===== config.mk =====
export PLATFORM = sky130hd
export DESIGN_NAME = tx_resp_arbiter_flat
export DESIGN_NICKNAME = d
export VERILOG_FILES = /design/src/rtl/tx_resp_arbiter_pkg.sv /design/src/rtl/tx_resp_arbiter_if.sv /design/src/rtl/resp_hold_slot.sv /design/src/rtl/tx_resp_arbiter.sv /design/src/flat_wrapper.sv
export SDC_FILE = /design/constraint.sdc
export NUM_CORES = 1
export LEC_CHECK = 0
export ABC_AREA = 1
export BUFFER_PORTS_ARGS = -buffer_cell sky130_fd_sc_hd__buf_2
export CAP_MARGIN = 20
export CORE_MARGIN = 2
export CORE_UTILIZATION = 35
export CTS_CLUSTER_SIZE = 14
export DETAILED_ROUTE_END_ITERATION = 16
export PLACE_DENSITY = 0.58
export SLEW_MARGIN = 20
export SYNTH_ARGS = -nofsm -noshare
export SYNTH_HDL_FRONTEND = slang
export SYNTH_SLANG_ARGS = --single-unit

===== constraint.sdc =====
create_clock -name i_CLK -period 2.2 [get_ports i_CLK]
set_input_delay 0.33 -clock i_CLK [delete_from_list [all_inputs] [get_ports i_CLK]]
set_output_delay 0.33 -clock i_CLK [all_outputs]
set_load 0.01 [all_outputs]

===== src/rtl/tx_resp_arbiter_pkg.sv =====
// ----------------------------------------------------------------------------
// tx_arb_pkg
// Shared types for the TX response arbiter: the FSM state encoding and the
// round-robin grant encoding used by the last_grant flag.
// ----------------------------------------------------------------------------
package tx_arb_pkg;

    typedef enum logic [1:0] {
        IDLE        = 2'd0,
        SEND_RD     = 2'd1,
        SEND_ALU_LO = 2'd2,
        SEND_ALU_HI = 2'd3
    } tx_state_t;

    // Encoding of the last producer that was granted the FIFO write port.
    localparam logic GNT_ALU = 1'b0;
    localparam logic GNT_RD  = 1'b1;

endpackage


===== src/rtl/tx_resp_arbiter_if.sv =====
// ----------------------------------------------------------------------------
// tx_resp_arbiter_if
// Bundles the producer inputs, FIFO write-side signals, status flags and the
// FSM debug state of tx_resp_arbiter.
//   slave  : the arbiter (consumes producer/FIFO inputs, drives outputs)
//   master : the environment (drives producer/FIFO inputs, observes outputs)
//
// Handshake: i_ALU_VLD / i_RD_VLD are single-cycle pulses with no ready
// signal -- a pulse that finds its slot occupied is dropped and reported on
// o_DROP_ERR. On the FIFO side a byte is transferred on every rising edge
// where o_WR_INC is high; o_WR_INC is never high while i_FIFO_FULL is high,
// and o_FIFO_DATA stays stable until that byte is transferred.
// ----------------------------------------------------------------------------
interface tx_resp_arbiter_if #(
    parameter int DATA_WIDTH = 8
);
    import tx_arb_pkg::*;

    logic [2*DATA_WIDTH-1:0] i_ALU_OUT;
    logic                    i_ALU_VLD;
    logic [DATA_WIDTH-1:0]   i_RD_DATA;
    logic                    i_RD_VLD;
    logic                    i_FIFO_FULL;
    logic [DATA_WIDTH-1:0]   o_FIFO_DATA;
    logic                    o_WR_INC;
    logic                    o_ALU_BUSY;
    logic                    o_RD_BUSY;
    logic                    o_DROP_ERR;
    tx_state_t               o_DBG_STATE;

    modport slave (
        input  i_ALU_OUT, i_ALU_VLD, i_RD_DATA, i_RD_VLD, i_FIFO_FULL,
        output o_FIFO_DATA, o_WR_INC, o_ALU_BUSY, o_RD_BUSY, o_DROP_ERR,
               o_DBG_STATE
    );

    modport master (
        output i_ALU_OUT, i_ALU_VLD, i_RD_DATA, i_RD_VLD, i_FIFO_FULL,
        input  o_FIFO_DATA, o_WR_INC, o_ALU_BUSY, o_RD_BUSY, o_DROP_ERR,
               o_DBG_STATE
    );

endinterface


===== src/rtl/resp_hold_slot.sv =====
// ----------------------------------------------------------------------------
// resp_hold_slot
// One-entry holding slot for a response producer.
//   i_CLK   : clock
//   i_RST   : asynchronous active-low reset
//   i_DATA  : producer data, sampled when i_VLD is high
//   i_VLD   : one-cycle valid pulse
//   i_CLR   : the slot's last byte is accepted on this edge
//   o_DATA  : held data
//   o_BUSY  : slot occupied (registered)
//   o_DROP  : combinational; i_VLD arrived while the slot is occupied and
//             not being freed on this edge (the new data is discarded)
// ----------------------------------------------------------------------------
module resp_hold_slot #(
    parameter int WIDTH = 8
) (
    input  logic             i_CLK,
    input  logic             i_RST,
    input  logic [WIDTH-1:0] i_DATA,
    input  logic             i_VLD,
    input  logic             i_CLR,
    output logic [WIDTH-1:0] o_DATA,
    output logic             o_BUSY,
    output logic             o_DROP
);

    logic [WIDTH-1:0] r_data;
    logic             r_valid;
    logic             w_capture;

    // A slot being freed on this edge may be reloaded on the same edge, so
    // back-to-back responses do not lose a cycle or raise a drop.
    assign w_capture = i_VLD && (!r_valid || i_CLR);

    always_ff @(posedge i_CLK or negedge i_RST) begin
        if (!i_RST) begin
            r_valid <= 1'b0;
            r_data  <= '0;
        end else if (w_capture) begin
            r_valid <= 1'b1;
            r_data  <= i_DATA;
        end else if (i_CLR) begin
            r_valid <= 1'b0;
        end
    end

    assign o_DATA = r_data;
    assign o_BUSY = r_valid;
    assign o_DROP = i_VLD && r_valid && !i_CLR;

endmodule


===== src/rtl/tx_resp_arbiter.sv =====
// ----------------------------------------------------------------------------
// tx_resp_arbiter
// Shares the TX asynchronous FIFO write port between the ALU result path
// (2-byte word, low byte first) and the register-file read path (1 byte).
// Each producer has a one-entry slot; a round-robin FSM drains the slots
// byte by byte and stalls while the FIFO reports full.
//   i_CLK : REF_CLK-domain clock
//   i_RST : asynchronous active-low reset
//   bus   : tx_resp_arbiter_if.slave
//           inputs  i_ALU_OUT, i_ALU_VLD, i_RD_DATA, i_RD_VLD, i_FIFO_FULL
//           outputs o_FIFO_DATA, o_WR_INC, o_ALU_BUSY, o_RD_BUSY,
//                   o_DROP_ERR, o_DBG_STATE (current FSM state)
// ----------------------------------------------------------------------------
module tx_resp_arbiter
    import tx_arb_pkg::*;
#(
    parameter int DATA_WIDTH = 8
) (
    input  logic               i_CLK,
    input  logic               i_RST,
    tx_resp_arbiter_if.slave   bus
);

    tx_state_t               r_state;
    tx_state_t               w_state_nxt;
    logic                    r_last_grant;
    logic                    w_last_grant_nxt;
    logic                    r_drop_err;

    logic [2*DATA_WIDTH-1:0] w_alu_data;
    logic [DATA_WIDTH-1:0]   w_rd_data;
    logic                    w_alu_busy;
    logic                    w_rd_busy;
    logic                    w_alu_drop;
    logic                    w_rd_drop;
    logic                    w_alu_clr;
    logic                    w_rd_clr;
    logic                    w_wr_inc;
    logic [DATA_WIDTH-1:0]   w_fifo_data;

    // Write strobe depends on the live full flag so a byte goes out on the
    // first cycle the FIFO has room.
    assign w_wr_inc  = (r_state != IDLE) && !bus.i_FIFO_FULL;
    assign w_rd_clr  = (r_state == SEND_RD)     && w_wr_inc;
    assign w_alu_clr = (r_state == SEND_ALU_HI) && w_wr_inc;

    resp_hold_slot #(.WIDTH(2*DATA_WIDTH)) u_alu_slot (
        .i_CLK  (i_CLK),
        .i_RST  (i_RST),
        .i_DATA (bus.i_ALU_OUT),
        .i_VLD  (bus.i_ALU_VLD),
        .i_CLR  (w_alu_clr),
        .o_DATA (w_alu_data),
        .o_BUSY (w_alu_busy),
        .o_DROP (w_alu_drop)
    );

    resp_hold_slot #(.WIDTH(DATA_WIDTH)) u_rd_slot (
        .i_CLK  (i_CLK),
        .i_RST  (i_RST),
        .i_DATA (bus.i_RD_DATA),
        .i_VLD  (bus.i_RD_VLD),
        .i_CLR  (w_rd_clr),
        .o_DATA (w_rd_data),
        .o_BUSY (w_rd_busy),
        .o_DROP (w_rd_drop)
    );

    always_ff @(posedge i_CLK or negedge i_RST) begin
        if (!i_RST) begin
            r_state      <= IDLE;
            r_last_grant <= GNT_ALU;
            r_drop_err   <= 1'b0;
        end else begin
            r_state      <= w_state_nxt;
            r_last_grant <= w_last_grant_nxt;
            // Both slots dropping on the same edge still yield one pulse.
            r_drop_err   <= w_alu_drop || w_rd_drop;
        end
    end

    always_comb begin
        w_state_nxt      = r_state;
        w_last_grant_nxt = r_last_grant;
        case (r_state)
            IDLE: begin
                if (w_alu_busy && w_rd_busy) begin
                    // Tie: grant whichever producer did not win last time.
                    if (r_last_grant == GNT_ALU) begin
                        w_state_nxt      = SEND_RD;
                        w_last_grant_nxt = GNT_RD;
                    end else begin
                        w_state_nxt      = SEND_ALU_LO;
                        w_last_grant_nxt = GNT_ALU;
                    end
                end else if (w_rd_busy) begin
                    w_state_nxt      = SEND_RD;
                    w_last_grant_nxt = GNT_RD;
                end else if (w_alu_busy) begin
                    w_state_nxt      = SEND_ALU_LO;
                    w_last_grant_nxt = GNT_ALU;
                end
            end
            SEND_RD: begin
                if (w_wr_inc) w_state_nxt = IDLE;
            end
            // LO goes straight to HI so no RD byte can split an ALU word.
            SEND_ALU_LO: begin
                if (w_wr_inc) w_state_nxt = SEND_ALU_HI;
            end
            SEND_ALU_HI: begin
                if (w_wr_inc) w_state_nxt = IDLE;
            end
            default: w_state_nxt = IDLE;
        endcase
    end

    always_comb begin
        w_fifo_data = '0;
        case (r_state)
            SEND_RD:     w_fifo_data = w_rd_data;
            SEND_ALU_LO: w_fifo_data = w_alu_data[DATA_WIDTH-1:0];
            SEND_ALU_HI: w_fifo_data = w_alu_data[2*DATA_WIDTH-1:DATA_WIDTH];
            default:     w_fifo_data = '0;
        endcase
    end

    assign bus.o_FIFO_DATA = w_fifo_data;
    assign bus.o_WR_INC    = w_wr_inc;
    assign bus.o_ALU_BUSY  = w_alu_busy;
    assign bus.o_RD_BUSY   = w_rd_busy;
    assign bus.o_DROP_ERR  = r_drop_err;
    assign bus.o_DBG_STATE = r_state;

endmodule


===== src/flat_wrapper.sv =====
// flat-port wrapper written by rule: the top's interface ports become plain ports
module tx_resp_arbiter_flat import tx_arb_pkg::*;
#(
    parameter int DATA_WIDTH = 8
)
  (i_CLK, i_RST, bus_i_ALU_OUT, bus_i_ALU_VLD, bus_i_RD_DATA, bus_i_RD_VLD, bus_i_FIFO_FULL, bus_o_FIFO_DATA, bus_o_WR_INC, bus_o_ALU_BUSY, bus_o_RD_BUSY, bus_o_DROP_ERR, bus_o_DBG_STATE);
  tx_resp_arbiter_if #(.DATA_WIDTH(DATA_WIDTH)) bus_i ();
  input  logic i_CLK;
  input  logic i_RST;
  input wire logic [$bits(bus_i.i_ALU_OUT)-1:0] bus_i_ALU_OUT;
  input wire logic [$bits(bus_i.i_ALU_VLD)-1:0] bus_i_ALU_VLD;
  input wire logic [$bits(bus_i.i_RD_DATA)-1:0] bus_i_RD_DATA;
  input wire logic [$bits(bus_i.i_RD_VLD)-1:0] bus_i_RD_VLD;
  input wire logic [$bits(bus_i.i_FIFO_FULL)-1:0] bus_i_FIFO_FULL;
  output wire logic [$bits(bus_i.o_FIFO_DATA)-1:0] bus_o_FIFO_DATA;
  output wire logic [$bits(bus_i.o_WR_INC)-1:0] bus_o_WR_INC;
  output wire logic [$bits(bus_i.o_ALU_BUSY)-1:0] bus_o_ALU_BUSY;
  output wire logic [$bits(bus_i.o_RD_BUSY)-1:0] bus_o_RD_BUSY;
  output wire logic [$bits(bus_i.o_DROP_ERR)-1:0] bus_o_DROP_ERR;
  output wire logic [$bits(bus_i.o_DBG_STATE)-1:0] bus_o_DBG_STATE;
  assign bus_i.i_ALU_OUT = bus_i_ALU_OUT;
  assign bus_i.i_ALU_VLD = bus_i_ALU_VLD;
  assign bus_i.i_RD_DATA = bus_i_RD_DATA;
  assign bus_i.i_RD_VLD = bus_i_RD_VLD;
  assign bus_i.i_FIFO_FULL = bus_i_FIFO_FULL;
  assign bus_o_FIFO_DATA = bus_i.o_FIFO_DATA;
  assign bus_o_WR_INC = bus_i.o_WR_INC;
  assign bus_o_ALU_BUSY = bus_i.o_ALU_BUSY;
  assign bus_o_RD_BUSY = bus_i.o_RD_BUSY;
  assign bus_o_DROP_ERR = bus_i.o_DROP_ERR;
  assign bus_o_DBG_STATE = bus_i.o_DBG_STATE;
  tx_resp_arbiter #(.DATA_WIDTH(DATA_WIDTH)) u_core (.i_CLK(i_CLK), .i_RST(i_RST), .bus(bus_i));
endmodule

==> key figures, run 1 <==
Placement
  • IO Port Bufs: 42
  • Post-Place Cell Area: 0.001635 sq mm
  • GPL Wtd Cong: 0.7542
  • DP HPWL: 2478 um

Timing
  • Worst slew pin tran: 0.6507 ns
  • Max_slew headroom: 0.5662
  • Fin crit share: 0.9188
  • Fin crit period: 2.021 ns
  • Final setup TNS: 0 ns
  • Final Setup Violations: 0
  • Hold slack: 0.07240 ns
  • Fmax: 494.7 MHz
  • Setup Skew: 0.005113 ns
  • Final slew viol count: 0
  • Fin. Hold Viols: 0
  • RSZ-0062 raised after global routing: no

Floorplanning
  • Row count: 22
  • Die span in y: 66.99 um
  • # IOs: 43
  • Core box area: 0.003744 sq mm
  • Die area: 0.004488 sq mm
  • Initial Util: 0.3710
  • Die X: 66.99 um

Clock tree
  • Post-cts sizing count: 0
  • CTS tree: built
  • Root buffer cell: clkbuf_8
  • Num CTS Buffers: 5
  • Clock net sink count: 30
  • CTS Hold Bufs: 0
  • Worst-Skew Late Latency: 0.28 ns
  • Clock slew at reported path FFs: 0.06 ns
  • Worst-case clock buffer depth: 2
  • Post-CTS Setup Inserts: 0
  • Max H-tree Level: 2

Synth
  • Netlist cell types: 14
  • Mapped Cells: 177
  • Sequential share of the synthesized area: 0.5405
  • YS warnings: 0
  • Mapped Nets: 206
  • Avg Inst Size Synth: 7.847 sq um
  • Synth Register Bits: 30
  • Syn Std Cell Area: 0.001389 sq mm

Global route
  • Met2 Use GR: 0.2613
  • GRT met3 Usage: 0.05912
  • Most Used Layer, Global Route: met2
  • Largest net degree at the start of global routing: 31
  • Grt ovf: 0
  • Vias in the first global route: 1186
  • First-pass GRT wire length: 5388 um
  • Total GRT Usage: 0.1699
  • Initial antenna violation count: 0
  • Global routing usage on met1: 0.2173

Worst setup path
  • FF-to-FF Start: u_core.bus.o_DBG_STATE[1]
  • Req. time, crit path: 1.87 ns
  • Setup CP Type: register to output port
  • CP Launch Point: u_core.bus.o_DBG_STATE[0]
  • CP max FO: 8
  • Crit path DAT: 1.69 ns
  • CP Launch Type: register
  • Crit end category: output port
  • R2r worst-path depth: 6
  • Reg-to-reg endpoint: u_core.u_rd_slot.o_DATA[7]
  • R2r setup slk: 0.81 ns

Min path
  • Hold Path Class: input port to asynchronous set/reset pin

Detailed routing
  • Remaining antenna violation count: 0
  • Vias per inst: 4.637
  • Vias: 1252
  • DRT Wirelength: 3274 um
  • Pre-antenna DRT Iters: 4
  • DRC violations left: 0
  • Routed length per instance: 12.13 um
  • Initial drt markers: 69

Finish
  • Proportion of layout cells with a drive suffix above 1: 0.2387
  • Filler instances: 422
  • Nets@finish: 251
  • Finished Cell Area: 0.001712 sq mm
  • ANT cells: 0
  • Core Util, Final: 0.4572
  • Area delta synth->final: 23.24%
  • Most common cell after layout, fill and taps aside: nand2_1
  • Most frequent cells in the layout: 89 x nand2_1, 42 x buf_2, 36 x nand3_1

Job
  • Max-cap violation count: 0

Pwr
  • Peak VDD IR: 0.4930 mV
  • Leakage: 0.0009833 uW
  • Power density over the cells: 1351 mW/mm^2

Run status
  • Status: complete, no violations
-- registers in the layout, indices dropped and copies added (netlist names) --
signal / flops
u_core.u_alu_slot.o_DATA: 16
u_core.u_rd_slot.o_DATA: 8
u_core.bus.o_DBG_STATE: 2
u_core.bus.o_DROP_ERR: 1
u_core.r_last_grant: 1
u_core.u_alu_slot.o_BUSY: 1
u_core.u_rd_slot.o_BUSY: 1
-- power breakdown --
part	total (uW)	switching (uW)	leakage (uW)	internal [uW]
registers	983	177	0.000367	806
logic	919	576	0.000578	344
clock network	409	192	0.0000383	217
total	2310	945	0.000983	1370
-- through the flow --
| stage | instances | power (uW) | setup WS (ns) |
|---|---|---|---|
| floorplan | 177 | 1584 | 0.8108 |
| global placement | 263 | 1922 | 0.5206 |
| detailed placement | 263 | 1934 | 0.4846 |
| CTS | 270 | 2346 | 0.1786 |
| global route | 270 | 2538 | 0.05992 |
| finish | 270 | 2312 | 0.1787 |
-- cell usage after synthesis, drive strengths merged --
cell | count | share of area
nand2 | 92 | 0.26
nand3 | 36 | 0.13
dfrtp | 30 | 0.54
inv | 9 | 0.024
buf | 3 | 0.017
nor2 | 3 | 0.0099
clkbuf | 2 | 0.0054
o21ai | 2 | 0.015
-- cell families (layout without fill, tap and decap cells) --
family,count (synthesis),count (layout),synth area share
buf+inv,14,59,0.04685
simple gates,131,131,0.3973
compound gates,2,2,0.01532
flops,30,30,0.5405
-- area by class of cell --
class / count / area, sq um / area share
Sequential cell: 30 / 750.7 / 0.4386
Tap cell: 48 / 60.06 / 0.03509
Inverter: 9 / 33.78 / 0.01974
Clock buffer: 7 / 76.32 / 0.04459
Multi-Input combinational cell: 133 / 573.1 / 0.3348
Timing Repair Buffer: 43 / 217.7 / 0.1272
-- critical path, stage by stage, from the launching register on --
cell	delay, ns
dfrtp_1	0.46
inv_1	0.10
nor2_1	0.48
nand2_1	0.13
nand3_1	0.11
buf_2	0.13
-- worst max path at each step --
stage / to / cells past startpoint
finish: bus_o_FIFO_DATA[3] / 5
CTS: bus_o_FIFO_DATA[3] / 5
global placement: bus_o_FIFO_DATA[7] / 5
detailed placement: bus_o_FIFO_DATA[3] / 5
global route: bus_o_FIFO_DATA[7] / 5
floorplan: bus_o_FIFO_DATA[0] / 4
-- routing by layer --
layer | part of all wire | up-vias
li1 | - | 646
met5 | 0 | -
met4 | 0.017 | 0
met2 | 0.45 | 30
met1 | 0.47 | 570
met3 | 0.059 | 6
Power figures use the tool's default switching activity.
==> inputs of run 2 (changes only) <==
--- a/config.mk
+++ b/config.mk
@@ -7,5 +7,4 @@
 export LEC_CHECK = 0
 export ABC_AREA = 1
-export BUFFER_PORTS_ARGS = -buffer_cell sky130_fd_sc_hd__buf_2
 export CAP_MARGIN = 20
 export CORE_MARGIN = 2
@@ -13,5 +12,6 @@
 export CTS_CLUSTER_SIZE = 14
 export DETAILED_ROUTE_END_ITERATION = 16
-export PLACE_DENSITY = 0.58
+export DONT_BUFFER_PORTS = 1
+export PLACE_DENSITY = 0.49
 export SLEW_MARGIN = 20
 export SYNTH_ARGS = -nofsm -noshare
==> constraint.sdc (replaced) <==
create_clock -name i_CLK -period 2.2 [get_ports i_CLK]
set_input_delay 0.33 -clock i_CLK [delete_from_list [all_inputs] [get_ports i_CLK]]
set_output_delay 0.33 -clock i_CLK [all_outputs]
set_load 0.005 [all_outputs]
==> key figures, run 2 (synthesis results as in run 1) <==
Floorplanning
  • Initial Util: 0.3710
  • Row count: 22
  • Die X: 66.99 um
  • # IOs: 43
  • Die area: 0.004488 sq mm
  • Core box area: 0.003744 sq mm
  • Die span in y: 66.99 um

Finish
  • Nets@finish: 212
  • Most frequent cells in the layout: 89 x nand2_1, 36 x nand3_1, 30 x dfrtp_1
  • Filler instances: 407
  • ANT cells: 0
  • Most common cell after layout, fill and taps aside: nand2_1
  • Core Util, Final: 0.4151
  • Largest register FFs: 16
  • Area delta synth->final: 11.89%
  • Finished Cell Area: 0.001554 sq mm
  • Reg area: 750.7 sq um
  • Proportion of layout cells with a drive suffix above 1: 0.08152
  • Multi-input gate area: 573.1 sq um

Timing
  • Worst slew pin tran: 0.4225 ns
  • Fmax: 561.3 MHz
  • Final slew viol count: 0
  • Max_slew headroom: 0.7180
  • Setup ws final: 0.4186 ns
  • Setup Skew: 0.003368 ns
  • Fin. Hold Viols: 0
  • RSZ-0062 raised after global routing: no
  • Final setup TNS: 0 ns
  • Final Setup Violations: 0
  • Fin crit share: 0.8097
  • Fin crit period: 1.781 ns

Pwr
  • Leakage: 0.0008402 uW
  • Peak VDD IR: 0.5877 mV
  • Power density over the cells: 1411 mW/mm^2

Detailed routing
  • Routed length per instance: 14.83 um
  • DRT Wirelength: 3441 um
  • DRC violations left: 0
  • Vias: 1164
  • Remaining antenna violation count: 0
  • Pre-antenna DRT Iters: 4
  • Initial drt markers: 92
  • Vias per inst: 5.017

Worst setup path
  • Crit path DAT: 1.45 ns
  • CP max FO: 9
  • Crit end category: output port
  • Req. time, crit path: 1.87 ns
  • Setup CP Type: register to output port
  • R2r setup slk: 0.78 ns
  • CP Launch Type: register

Clock tree
  • Worst-Skew Late Latency: 0.28 ns
  • Clock net sink count: 30
  • Post-CTS Setup Inserts: 0
  • Post-cts sizing count: 0
  • CTS tree: built
  • Root buffer cell: clkbuf_8
  • Clock slew at reported path FFs: 0.06 ns
  • Num CTS Buffers: 5
  • Worst-case clock buffer depth: 2
  • Max H-tree Level: 2

Global route
  • First-pass GRT wire length: 5727 um
  • Met2 Use GR: 0.2600
  • Largest net degree at the start of global routing: 31
  • Grt ovf: 0
  • Global routing usage on met1: 0.2299
  • Initial antenna violation count: 0
  • GRT met3 Usage: 0.08615
  • Vias in the first global route: 1176
  • Most Used Layer, Global Route: met2
  • Total GRT Usage: 0.1795

Placement
  • Pre-CTS WS: 0.7153 ns
  • DP HPWL: 2432 um
  • Post-Place Cell Area: 0.001433 sq mm
  • GPL Wtd Cong: 0.7907
  • IO Port Bufs: 0

Min path
  • Hold Path Class: input port to register

Run status
  • Status: complete, no violations

Job
  • Max-cap violation count: 0
-- run 2: final cells by class --
class,instances,share of cell area
repair buffers,4,0.02899
multi-input cells,133,0.3688
inverters,9,0.02174
clock inverters,1,0.003221
clock buffers,7,0.05556
flip-flops and latches,30,0.4831
well taps,48,0.03865
-- run 2: metal layers --
metal  part of all wire  routed length, um
met1               0.45               1564
met2               0.43               1483
met3              0.094                325
met4              0.019                 67
met5                  0                  0
-- run 2: repair_timing --
action,CTS,global route
endpoints found under the setup margin,0,0
hold buffers,2,0
hold endpoints to repair,30,0
-- run 2: final timing paths --
check,startpoint,end,cells after the start
max in group asynchronous,i_RST,u_core.u_alu_slot.o_DATA[2],2
min in group asynchronous,i_RST,u_core.r_last_grant,2
setup reg to reg,u_core.bus.o_DBG_STATE[1],u_core.u_rd_slot.o_DATA[7],6
setup / recovery,u_core.bus.o_DBG_STATE[1],bus_o_FIFO_DATA[2],4
hold / removal,bus_i_ALU_VLD,u_core.u_alu_slot.o_BUSY,2
hold reg to reg,u_core.u_alu_slot.o_DATA[3],u_core.u_alu_slot.o_DATA[3],2
-- run 2: stage by stage --
| stage | power (uW) | cells | hold WS, ns |
|---|---|---|---|
| 2_1_floorplan | 1528 | 177 | 0.03441 |
| 6_report | 2193 | 232 | 0.1644 |
| 3_3_place_gp | 1716 | 222 | 0.03533 |
| 4_1_cts | 2221 | 232 | 0.1556 |
| 3_5_place_dp | 1732 | 222 | 0.03540 |
| 5_1_grt | 2402 | 232 | 0.1684 |
-- run 2: power breakdown --
group          total (uW)  switching (uW)  leakage (uW)  internal (uW)
clock network         455             203     0.0000482            252
logic                 742             492      0.000425            250
registers             995             189      0.000367            806
-- run 2: worst max-delay path, stage by stage (launching register included) --
cell and delay, ns:
dfrtp_1 0.45, inv_1 0.12, nor2_2 0.35, nand2_1 0.10, nand3_1 0.13
==> inputs of run 3 (changes only) <==
Settings changed: ABC_AREA 1 to 0, PLACE_DENSITY 0.49 to 0.51.
Clock period 2.2 ns to 1.4 ns, I/O delays scaled along.
==> key figures, run 3 <==
Timing
  • Worst slew pin tran: 0.3053 ns
  • Fin. Hold Viols: 0
  • Fin crit share: 1.123
  • RSZ-0062 raised after global routing: yes
  • Final Setup Violations: 24
  • Fin crit period: 1.572 ns
  • Setup Skew: 0.006287 ns
  • Setup ws final: -0.1720 ns
  • Fmax: 636.1 MHz
  • Final setup TNS: -2.619 ns
  • Hold slack: 0.04674 ns
  • Final slew viol count: 0
  • Max_slew headroom: 0.7957

Pwr
  • Peak VDD IR: 0.8353 mV
  • Pwr Total: 4029 uW
  • Leakage: 0.0007681 uW
  • Power density over the cells: 2335 mW/mm^2

Finish
  • Most common cell after layout, fill and taps aside: dfrtp_1
  • Largest register FFs: 16
  • Nets@finish: 147
  • ANT cells: 0
  • Proportion of layout cells with a drive suffix above 1: 0.5210
  • Area delta synth->final: 22.47%
  • Most frequent cells in the layout: 28 x dfrtp_1, 21 x mux2_2, 11 x mux2_4
  • Core Util, Final: 0.4376

Global route
  • Initial antenna violation count: 0
  • Grt ovf: 0
  • Vias in the first global route: 993
  • Total GRT Usage: 0.1480
  • Largest net degree at the start of global routing: 31
  • First-pass GRT wire length: 4754 um

Detailed routing
  • Pre-antenna DRT Iters: 4
  • Routed length per instance: 16.92 um
  • Vias: 860
  • DRT Wirelength: 2860 um
  • Vias per inst: 5.089
  • DRC violations left: 0
  • Remaining antenna violation count: 0
  • Initial drt markers: 37

Clock tree
  • Root buffer cell: clkbuf_8
  • CTS tree: built
  • Max H-tree Level: 2
  • Clock net sink count: 30
  • Num CTS Buffers: 5
  • Clock slew at reported path FFs: 0.07 ns
  • Worst-case clock buffer depth: 2
  • Worst-Skew Late Latency: 0.28 ns

Placement
  • DP HPWL: 2073 um
  • GPL Wtd Cong: 0.6769
  • IO Port Bufs: 0

Synth
  • Avg Inst Size Synth: 14.38 sq um
  • Prevailing post-synth register cell: dfrtp_1
  • Mapped Cells: 98
  • YS warnings: 0
  • Syn Std Cell Area: 0.001409 sq mm
  • Synth area leaders: dfrtp_1 53%, mux2_2 18%, mux2_4 11%, a22o_1 5.0%, a21oi_1 1.8%
  • Netlist cell types: 24
  • Synth top cells by count: 30 x dfrtp_1, 22 x mux2_2, 10 x mux2_4, 8 x a22o_1, 5 x a21oi_1
  • Number of synthesized flops with an enable pin: 0
  • Synth top area share: 0.5329
  • Ys async rst share: 1.000
  • Synth Register Bits: 30
  • Mapped Nets: 127
  • Most common cell in the netlist: dfrtp_1
  • Yosys top cell by area: dfrtp_1
  • Sequential share of the synthesized area: 0.5329

Worst setup path
  • Slowest cell on the critical path: dfrtp_2
  • WP buf/inv: 1
  • CP max FO: 4
  • Crit end category: output port
  • Setup CP Type: register to output port
  • R2r setup slk: -0.12 ns
  • CP Launch Type: register
  • Crit path DAT: 1.36 ns
  • Req. time, crit path: 1.19 ns
  • Crit path cell chain: buf_6 > mux2_4 > a22o_1
  • Top Family by Delay on Critical Path: flip-flops
  • Crit-path max cell delay: 0.43 ns

Run status
  • Status: finished with violations
  • Failing checks: setup timing

Floorplanning
  • Row count: 23
  • Core box area: 0.003943 sq mm
  • Die area: 0.004549 sq mm
  • Die X: 67.45 um
  • # IOs: 43
  • Die span in y: 67.45 um
  • Initial Util: 0.3573

Job
  • Max-cap violation count: 0

Min path
  • Hold Path Class: input port to register
-- run 3: cell count changes after synthesis, sizes merged, moves of 2 or more --
cell | previous run | this run
a21boi | 0 | 2
a21oi | 0 | 5
a22o | 0 | 8
inv | 9 | 2
mux2 | 0 | 32
nand2 | 92 | 2
nand3 | 36 | 0
nand3b | 0 | 2
-- run 3: cells by family (layout without fill, tap and decap cells) --
family                 after synthesis  after routing  synth area share
AO/OA/AOI/OAI                       20             20            0.1110
flip-flops                          30             30            0.5329
AND/OR/NAND/NOR                      9              9           0.03820
buffers and inverters                6             27           0.02842
multiplexers                        33             33            0.2895
-- run 3: routing by layer --
metal / GRT usage / part of all wire
met1: 0.1769 / 0.42
met2: 0.2389 / 0.51
met3: 0.06667 / 0.060
met4: 0.04592 / 0.0070
met5: 0 / 0
-- run 3: final timing paths --
| path | start | end | cells past startpoint |
|---|---|---|---|
| max | u_core.bus.o_DBG_STATE[1] | bus_o_FIFO_DATA[6] | 3 |
| min | bus_i_RD_VLD | u_core.u_rd_slot.o_BUSY | 1 |
| max reg2reg | u_core.bus.o_DBG_STATE[1] | u_core.u_alu_slot.o_DATA[3] | 5 |
| min reg2reg | u_core.r_last_grant | u_core.r_last_grant | 1 |
| max in group asynchronous | i_RST | u_core.bus.o_DBG_STATE[0] | 2 |
| min in group asynchronous | i_RST | u_core.u_rd_slot.o_DATA[7] | 2 |
-- run 3: where the power goes --
| part | leakage, uW | switching, uW | total [uW] | internal, uW |
|---|---|---|---|---|
| clock network | 0.0000450 | 317 | 660 | 344 |
| logic | 0.000376 | 681 | 1820 | 1140 |
| registers | 0.000347 | 251 | 1550 | 1300 |
-- run 3: cell type report --
type                    count  area, sq um
inverters                   2        7.507
multi-input cells          62        650.6
repair buffers             17        168.9
clock inverters             2        10.01
well taps                  50        62.56
clock buffers               6        72.57
flip-flops and latches     30        753.2
fillers                   352         2217
-- run 3: metrics by stage --
step | std cells | area [sq um] | setup slack (ns)
finish | 169 | 1725 | -0.1720
floorplan | 98 | 1410 | 0.008408
global route | 169 | 1725 | -0.2232
detailed placement | 157 | 1550 | -0.1295
global placement | 157 | 1550 | -0.05442
CTS | 168 | 1708 | -0.1812
-- run 3: repair_timing --
action	4_1_cts	5_1_grt
resized for setup	8	3
pin swaps	8	0
hold buffers	2	1
setup buffers	1	0
endpoints found under the hold margin	30	1
endpoints found under the setup margin	22	33
-- run 3: worst register-to-register path, stage by stage (launching register included) --
cell	delay, ns
dfrtp_2	0.40
buf_4	0.16
nand3b_2	0.13
a21boi_4	0.18
buf_12	0.18
mux2_2	0.35
